**config.mk**
```make
export PLATFORM = sky130hd
export DESIGN_NAME = inbuf_mem_sched
export DESIGN_NICKNAME = d
export VERILOG_FILES = /design/src/rtl/inbuf_mem_sched_pkg.sv /design/src/rtl/inbuf_sched_arb.sv /design/src/rtl/inbuf_mem_sched.sv
export SDC_FILE = /design/constraint.sdc
export NUM_CORES = 1
export LEC_CHECK = 0
export CORE_AREA = 2 2 420 422
export DETAILED_ROUTE_END_ITERATION = 12
export DIE_AREA = 0 0 422 424
export MAX_ROUTING_LAYER = met4
export PLACE_DENSITY_LB_ADDON = 0.05
export SYNTH_ARGS = -nofsm -noshare
export SYNTH_HDL_FRONTEND = slang
export SYNTH_SLANG_ARGS = --single-unit
```
**constraint.sdc**
```tcl
create_clock -name clk -period 20.2 [get_ports clk]
set_input_delay 4.04 -clock clk [delete_from_list [all_inputs] [get_ports clk]]
set_output_delay 4.04 -clock clk [all_outputs]
set_load 0.01 [all_outputs]
```
**src/rtl/inbuf_mem_sched_pkg.sv**
```systemverilog
// Shared definitions for the input buffer memory scheduler.
// Contents: memory geometry, arbitration limits, FSM state enum,
// level/pointer/counter types and the grant vector bit positions.
package inbuf_mem_sched_pkg;

  localparam int INBUF_MEM_DATA_W = 512;
  localparam int INBUF_MEM_ADDR_W = 6;
  localparam int INBUF_DEPTH      = 1 << INBUF_MEM_ADDR_W;
  localparam int STARVE_MAX       = 4;
  localparam int RD_INFLIGHT_MAX  = 3;

  localparam int STARVE_W   = $clog2(STARVE_MAX + 1);
  localparam int INFLIGHT_W = $clog2(RD_INFLIGHT_MAX + 1);

  // Bit positions inside the one-hot grant vector from the arbiter
  localparam int GRANT_RD = 0;
  localparam int GRANT_WR = 1;

  typedef enum logic {
    RUN   = 1'b0,
    DRAIN = 1'b1
  } sched_state_t;

  typedef logic [INBUF_MEM_ADDR_W:0]   inbuf_level_t;
  typedef logic [INBUF_MEM_ADDR_W-1:0] inbuf_addr_t;
  typedef logic [STARVE_W-1:0]         starve_t;
  typedef logic [INFLIGHT_W-1:0]       inflight_t;

  localparam inbuf_level_t LEVEL_FULL     = inbuf_level_t'(INBUF_DEPTH);
  localparam starve_t      STARVE_LIMIT   = starve_t'(STARVE_MAX);
  localparam inflight_t    INFLIGHT_LIMIT = inflight_t'(RD_INFLIGHT_MAX);

endpackage

```
**src/rtl/inbuf_sched_arb.sv**
```systemverilog
// Two-requester priority arbiter for the input buffer memory port.
// Reads normally win; a write that has lost STARVE_MAX consecutive
// arbitrations wins the next one.
// Ports:
//   clk, rst  : clock, asynchronous active-high reset
//   clr       : synchronous clear of the starve counter (engine reset)
//   rd_elig   : read is eligible this cycle
//   wr_elig   : write is eligible this cycle
//   wr_req    : raw host write request (low clears the starve counter)
//   grant     : one-hot grant, bit GRANT_RD = read, bit GRANT_WR = write
module inbuf_sched_arb
  import inbuf_mem_sched_pkg::*;
(
  input  logic       clk,
  input  logic       rst,
  input  logic       clr,
  input  logic       rd_elig,
  input  logic       wr_elig,
  input  logic       wr_req,
  output logic [1:0] grant
);

  starve_t starve_cnt;
  logic    wr_first;

  always_comb begin
    grant    = 2'b00;
    wr_first = (starve_cnt >= STARVE_LIMIT);
    if (wr_elig && (wr_first || !rd_elig)) begin
      grant[GRANT_WR] = 1'b1;
    end else if (rd_elig) begin
      grant[GRANT_RD] = 1'b1;
    end
  end

  // An eligible write without a write grant has necessarily lost to a read.
  // A write blocked by a full buffer is not eligible and so never counts.
  always_ff @(posedge clk or posedge rst) begin
    if (rst) begin
      starve_cnt <= '0;
    end else if (clr || grant[GRANT_WR] || !wr_req) begin
      starve_cnt <= '0;
    end else if (wr_elig && (starve_cnt != STARVE_LIMIT)) begin
      starve_cnt <= starve_cnt + 1'b1;
    end
  end

endmodule

```
**src/rtl/inbuf_mem_sched.sv**
```systemverilog
// Input buffer memory scheduler: shares the single-port input buffer
// memory between the host write stream and controller line reads.
// Owns the circular pointers, occupancy level, full/empty flags and the
// RUN/DRAIN engine-reset FSM that swallows stale read returns.
// Optional feature macro: INBUF_SCHED_PERF_EN (stall performance counters;
// when undefined both perf ports are tied to 0).
// Ports:
//   clk, rst                  : clock, asynchronous active-high reset
//   eng_rst                   : synchronous engine soft reset
//   host_wr_req/data/ack      : host write handshake (ack is a pulse)
//   cntl_rd_req/grant         : controller read handshake (grant is a pulse)
//   cntl_rd_data_val          : filtered, registered memory data valid
//   inbuf_mem_rd_data_val     : memory read data valid
//   inbuf_mem_rd_req/wr_req   : memory strobes
//   inbuf_mem_rd_addr/wr_addr : memory addresses
//   inbuf_mem_wr_data         : memory write data
//   inbuf_full/empty/level    : occupancy
//   perf_rd/wr_stall_cnt      : stall counters
module inbuf_mem_sched
  import inbuf_mem_sched_pkg::*;
(
  input  logic                        clk,
  input  logic                        rst,
  input  logic                        eng_rst,
  input  logic                        host_wr_req,
  input  logic [INBUF_MEM_DATA_W-1:0] host_wr_data,
  output logic                        host_wr_ack,
  input  logic                        cntl_rd_req,
  output logic                        cntl_rd_grant,
  output logic                        cntl_rd_data_val,
  input  logic                        inbuf_mem_rd_data_val,
  output logic                        inbuf_mem_rd_req,
  output logic                        inbuf_mem_wr_req,
  output logic [INBUF_MEM_ADDR_W-1:0] inbuf_mem_rd_addr,
  output logic [INBUF_MEM_ADDR_W-1:0] inbuf_mem_wr_addr,
  output logic [INBUF_MEM_DATA_W-1:0] inbuf_mem_wr_data,
  output logic                        inbuf_full,
  output logic                        inbuf_empty,
  output logic [INBUF_MEM_ADDR_W:0]   inbuf_level,
  output logic [15:0]                 perf_rd_stall_cnt,
  output logic [15:0]                 perf_wr_stall_cnt
);

  sched_state_t state, state_next;
  inbuf_addr_t  wr_ptr, rd_ptr;
  inbuf_level_t level;
  inflight_t    inflight, inflight_next;
  logic         rd_elig, wr_elig, rd_win, wr_win, rd_ret;
  logic [1:0]   grant;

  assign inbuf_level = level;
  assign inbuf_full  = (level == LEVEL_FULL);
  assign inbuf_empty = (level == '0);

  assign rd_elig = cntl_rd_req && !inbuf_empty && (state == RUN) &&
                   (inflight < INFLIGHT_LIMIT);
  assign wr_elig = host_wr_req && !inbuf_full && (state == RUN);

  inbuf_sched_arb u_arb (
    .clk     (clk),
    .rst     (rst),
    .clr     (eng_rst),
    .rd_elig (rd_elig),
    .wr_elig (wr_elig),
    .wr_req  (host_wr_req),
    .grant   (grant)
  );

  // A decision taken in the engine-reset cycle is thrown away.
  assign rd_win = grant[GRANT_RD] && !eng_rst;
  assign wr_win = grant[GRANT_WR] && !eng_rst;

  // A return with nothing outstanding is spurious and must not underflow.
  assign rd_ret = inbuf_mem_rd_data_val && (inflight != '0);

  // The in-flight count rises on the same edge that raises the registered
  // read strobe, so eligibility always sees every read already committed.
  always_comb begin
    inflight_next = inflight;
    if (rd_win && !rd_ret) begin
      inflight_next = inflight + 1'b1;
    end else if (!rd_win && rd_ret) begin
      inflight_next = inflight - 1'b1;
    end
  end

  always_comb begin
    state_next = state;
    case (state)
      RUN: begin
        if (eng_rst && ((inflight != '0) || inbuf_mem_rd_req)) begin
          state_next = DRAIN;
        end
      end
      DRAIN: begin
        if (!eng_rst && (inflight_next == '0)) begin
          state_next = RUN;
        end
      end
      default: state_next = RUN;
    endcase
  end

  always_ff @(posedge clk or posedge rst) begin
    if (rst) begin
      state    <= RUN;
      inflight <= '0;
    end else begin
      state    <= state_next;
      inflight <= inflight_next;
    end
  end

  always_ff @(posedge clk or posedge rst) begin
    if (rst) begin
      host_wr_ack       <= 1'b0;
      cntl_rd_grant     <= 1'b0;
      cntl_rd_data_val  <= 1'b0;
      inbuf_mem_rd_req  <= 1'b0;
      inbuf_mem_wr_req  <= 1'b0;
      inbuf_mem_rd_addr <= '0;
      inbuf_mem_wr_addr <= '0;
      inbuf_mem_wr_data <= '0;
      wr_ptr            <= '0;
      rd_ptr            <= '0;
      level             <= '0;
    end else begin
      host_wr_ack      <= wr_win;
      cntl_rd_grant    <= rd_win;
      inbuf_mem_wr_req <= wr_win;
      inbuf_mem_rd_req <= rd_win;
      cntl_rd_data_val <= rd_ret && (state == RUN) && !eng_rst;
      if (eng_rst) begin
        wr_ptr <= '0;
        rd_ptr <= '0;
        level  <= '0;
      end else if (wr_win) begin
        inbuf_mem_wr_addr <= wr_ptr;
        inbuf_mem_wr_data <= host_wr_data;
        wr_ptr            <= wr_ptr + 1'b1;
        level             <= level + 1'b1;
      end else if (rd_win) begin
        inbuf_mem_rd_addr <= rd_ptr;
        rd_ptr            <= rd_ptr + 1'b1;
        level             <= level - 1'b1;
      end
    end
  end

`ifdef INBUF_SCHED_PERF_EN
  logic [15:0] perf_rd, perf_wr;

  always_ff @(posedge clk or posedge rst) begin
    if (rst) begin
      perf_rd <= '0;
      perf_wr <= '0;
    end else if (eng_rst) begin
      perf_rd <= '0;
      perf_wr <= '0;
    end else begin
      if (cntl_rd_req && !rd_win && (perf_rd != 16'hFFFF)) begin
        perf_rd <= perf_rd + 1'b1;
      end
      if (host_wr_req && !wr_win && (perf_wr != 16'hFFFF)) begin
        perf_wr <= perf_wr + 1'b1;
      end
    end
  end

  assign perf_rd_stall_cnt = perf_rd;
  assign perf_wr_stall_cnt = perf_wr;
`else
  assign perf_rd_stall_cnt = 16'h0000;
  assign perf_wr_stall_cnt = 16'h0000;
`endif

endmodule

```
# Yosys cells after proc, flatten, opt, wreduce, memory -nomap -nowiden

Index checks and enable logic that the tools add are counted.

Flip-flop bits (word level): 552
Input port bits: 518
Output and inout port bits: 570

$add $sub $neg: 7
$lt $le $gt $ge: 2
Equal/unequal tests: 3
Muxes and demuxes: 18
Bitwise logic cells: 3
Reduce and logical (&&, ||, !) cells: 37

Operator list:

| cell                | count |
|---|---|
| $mux 6              | 5 |
| $mux 7              | 3 |
| $logic_and 1x1->1   | 16 |
| $add 6x1->6 const B | 2 |
| $reduce_bool 2->1   | 4 |
| $add 7x1->7 const B | 1 |
| $eq 7x7->1 const B  | 1 |
| $logic_not 1->1     | 7 |
| $logic_not 7->1     | 1 |
| $sub 7x1->7 const B | 1 |
| $mux 3              | 2 |
| $mux 1              | 5 |
| $logic_or 1x1->1    | 4 |
| $mux 2              | 2 |
| $reduce_and 2->1    | 2 |
| $add 3x1->3 const B | 1 |
| $ge 3x3->1 const B  | 1 |
| $ne 3x3->1 const B  | 1 |
| $not 1->1           | 3 |
| $reduce_and 3->1    | 1 |
| $reduce_bool 3->1   | 1 |
| $add 2x1->2 const B | 1 |
| $logic_not 2->1     | 1 |
| $lt 2x2->1 const B  | 1 |
| 3 further kinds     | 3 |

# Depth between registers and ports, before layout

Depth in word-level cells: 18
Mapped depth: 13
Mapped depth without buffers: 11

# Modules after synthesis

Synthesis repeated with hierarchy kept, for this count alone.

Cells, all modules: 2,413
Area, all modules: 21,471.8 µm²

Modules (own cells, without submodules):

| module          | times used | cells an instance | area each (µm²) | seq. area each (µm²) |
|---|---|---|---|---|
| inbuf_mem_sched | 1          | 2,393             | 21,286.7        | 13,738.2 |
| inbuf_sched_arb | 1          | 20                | 185.2           | 75.1 |

# Worst setup path after synthesis

Ideal clock, no wire load.

Path type: input to register
Start: input port cntl_rd_req
End: register level[6], in the netlist inbuf_level[6]
Data arrival time: 6.674 ns
Required time: 20.084 ns
Slack: 13.410 ns
Stages: 11
Buffers on the path: 2
Cell sequence: or3b_2 > a211o_1 > nand3_2 > buf_2 > buf_1 > ha_1 > a211oi_1 > o21bai_1 > a21oi_1 > xnor2_1 > o311ai_0

Longest elaborated chain between the ends: 10

RTL lines:

| what                              | RTL line               | RTL |
|---|---|---|
| start: declaration                | inbuf_mem_sched.sv:28  | `input logic cntl_rd_req,` |
| $logic_and 1x1->1 * (3 in series) | inbuf_mem_sched.sv:55  | `assign rd_elig = cntl_rd_req && !inbuf_empty && (state == RUN) &&` |
| $logic_not 1->1                   | inbuf_sched_arb.sv:29  | `if (wr_elig && (wr_first \|\| !rd_elig)) begin` |
| $logic_or 1x1->1                  | inbuf_sched_arb.sv:29  |  |
| $logic_and 1x1->1                 | inbuf_sched_arb.sv:29  |  |
| $mux 1                            | inbuf_sched_arb.sv:29  |  |
| $logic_and 1x1->1                 | inbuf_mem_sched.sv:71  | `assign wr_win = grant[GRANT_WR] && !eng_rst;` |
| $mux 7                            | inbuf_mem_sched.sv:137 | `end else if (wr_win) begin` |
| $mux 7                            | inbuf_mem_sched.sv:133 | `if (eng_rst) begin` |
| end signal: assignment            | inbuf_mem_sched.sv:141 | `level <= level + 1'b1;` |
| end signal: assignment            | inbuf_mem_sched.sv:145 | `level <= level - 1'b1;` |
| end: declaration                  | inbuf_mem_sched.sv:46  | `inbuf_level_t level;` |

Mark *: on every way between the ends. The rest lies on a longest branch, timed or not.
A chain may end at the register's enable or synchronous reset.

# Worst setup path after layout

Same ends and word-level chain as after synthesis.

==> reports/metrics.cfg <==
[status]
status = completed

[synth]
synthFlopType = dfrtp_1
synthesis.area_mm2 = 0.0214
synth_area_per_cell_um2 = 8.91
yosysTopAreaCellShare = 0.646
synthCells = 2401
synth-seq-cells = 552
synth_edf_count = 0
synthDistinctLibCells = 44
yosysSeqAreaShare = 0.646
ys_async_sr_fraction = 1.00
synth_top_area_cell = dfrtp_1
synth_most_common_cell = nand2_1
synth_common_cells = nand2_1, dfrtp_1, clkbuf_1
yosysWarnings = 0
synth_area_leaders = dfrtp_1, nand2_1, clkbuf_1

[placed_design]
dp.final_hpwl_um = 86500
port_buffers = 1055
preCtsSetupSlack_ns = 11.47
place_congestion = 0.763

[critical_path]
critPathLaunchType = primary input
critPathKind = in -> reg
worstSetupEndpointType = flip-flop
reg2reg_slack_ns = 15.22
reg2reg_depth = 11
worstPathRequired_ns = 20.74
critPathArrivalTime_ns = 8.48
path_max_fanout = 80

[detailed_routing]
via_count = 19200
dr.pass1.iters = 5
routed_wl_um = 119000
ant_nets = 0
via_per_inst = 3.28
drcViolationCount = 0
drtIter0Drc = 909
avgRoutedWirePerCell_um = 20.3

[global_routing]
grt_antenna_before_repair = 38
grt_max_degree = 176
grt_pass1_vias = 20500
grt_pass1_wl_um = 166000
gr-total-overflow = 0
grtUsageTotal = 0.133

[worst_hold_path]
hold_class = reg -> reg
hold_path_depth = 2

[layout]
fin_nets = 3964
area_growth_pct = 74.2
final_util = 0.213
drive_gt1_frac = 0.0457
fill_cells = 19400

[sta]
tightestPinTransition_ns = 1.07
fmax_mhz = 126
skew_ns = 0.0210
slew_viol_final = 0
fin_crit_sh = 0.393
timing.slew.headroom = 0.287
setup_slack_ns = 12.27
fin_tns_setup_ns = 0
rsz0062_at_grt = false
fin_crit_ns = 7.93
setup_viol = 0
hold_viol_final = 0

[clock_network]
postCtsHoldBufs = 0
h-tree-depth = 3
insertion_delay_ns = 0.68
cts_root_buffer = clkbuf_16
path_clk_slew_ns = 0.05
tritoncts = built
cts.repair.resized = 0
cts_sinks = 552
cts_buffer_depth = 3
postCtsSetupRepairBufs = 0
numCtsBuffers = 82

[die]
io_pins = 1088
design.die.area_mm2 = 0.179
die_h_um = 424
core_area_mm2 = 0.175
row_count = 154
initial_utilization = 0.122
die_w_um = 422

[flow_run]
maxCapViolations = 0

[power]
ir_drop_v = 0.0000565
power_density_mw_per_mm2 = 152
p_leak_nw = 17.3
total_power_mw = 5.65

-- logic make-up (layout without fill, tap and decap cells) --
| family | Yosys count | after routing | synth area share |
|---|---|---|---|
| AND/OR/NAND/NOR | 1614 | 1614 | 0.287 |
| flip-flops | 552 | 552 | 0.646 |
| buffers and inverters | 166 | 1233 | 0.0378 |
| AO/OA/AOI/OAI | 26 | 26 | 0.00825 |
| XOR/XNOR | 18 | 18 | 0.00737 |
| adder cells (fa/ha/maj) | 14 | 14 | 0.00836 |
| multiplexers | 10 | 10 | 0.00503 |
| other | 1 | 52 | 0.000175 |
-- critical path: stages --
cell and delay [ns]:
clkdlybuf4s50_1 0.45, or3b_2 0.47, a211o_1 0.33, nand3_4 0.27, buf_4 0.66, buf_4 0.85
ha_1 0.39, o21ai_0 0.19, o21bai_1 0.12, a21oi_1 0.18, xnor2_1 0.10, o311ai_0 0.30
-- path summary, 6_finish.rpt --
kind                                             start                endpoint
worst max-delay path                       cntl_rd_req          inbuf_level[6]
worst min-delay path            inbuf_mem_wr_data[393]  inbuf_mem_wr_data[393]
worst max register to register          inbuf_level[3]          inbuf_level[6]
worst min register to register  inbuf_mem_wr_data[393]  inbuf_mem_wr_data[393]
max in group asynchronous                          rst  inbuf_mem_wr_data[233]
min in group asynchronous                          rst  inbuf_mem_wr_data[111]
-- per-layer routing --
layer	vias up	wire [µm]	GRT usage	part of all wire
met3	181	8930	0.0477	0.075
met2	625	60300	0.228	0.51
met5	-	0	-	0
met1	9086	45900	0.144	0.39
li1	9341	-	-	-
met4	0	3850	0.0417	0.032
-- cell type report --
type | count | area, µm² | share of cell area
tap | 2340 | 2930 | 0.0786
antenna | 20 | 50.0 | 0.00134
sequential | 552 | 13800 | 0.371
clock inverter | 18 | 231 | 0.00621
clock buffer | 131 | 2540 | 0.0681
timing repair buffer | 1074 | 10800 | 0.289
multi-input combinational | 1714 | 6890 | 0.185
inverter | 10 | 52.6 | 0.00141
-- sequential cells by signal (all words and copies together) (netlist names) --
register / flops
inbuf_mem_wr_req: 1
inbuf_level: 7
state: 1
cntl_rd_data_val: 1
inbuf_mem_rd_req: 1
inbuf_mem_wr_data: 512
rd_ptr: 6
inflight: 2
inbuf_mem_rd_addr: 6
wr_ptr: 6
u_arb.starve_cnt: 3
inbuf_mem_wr_addr: 6
-- placed cells by master (no fill, tap or decap), types with 11 or more instances in the layout --
| cell type | count |
|---|---|
| clkdlybuf4s50_1 | 1055 |
| buf_4 | 15 |
| nor2_1 | 18 |
| ha_1 | 11 |
| clkbuf_16 | 84 |
| dfrtp_1 | 552 |
| clkbuf_8 | 26 |
| conb_1 | 32 |
| clkbuf_1 | 21 |
| diode_2 | 20 |
| nand2_1 | 1565 |
-- through the flow --
step,std cells,instance area (µm²),hold WS (ns)
finish,5859,37300,0.466
global route,5857,37300,0.489
CTS,5839,37200,0.475
detailed placement,5690,34400,0.461
global placement,5690,34400,0.459
floorplan,2432,21500,0.448
-- where the power goes --
group,total [mW],switching (mW),internal (mW)
clock,1.50,0.595,0.909
combinational,2.27,1.14,1.13
sequential,1.88,0.283,1.60
(Power assumes the default switching activity.)
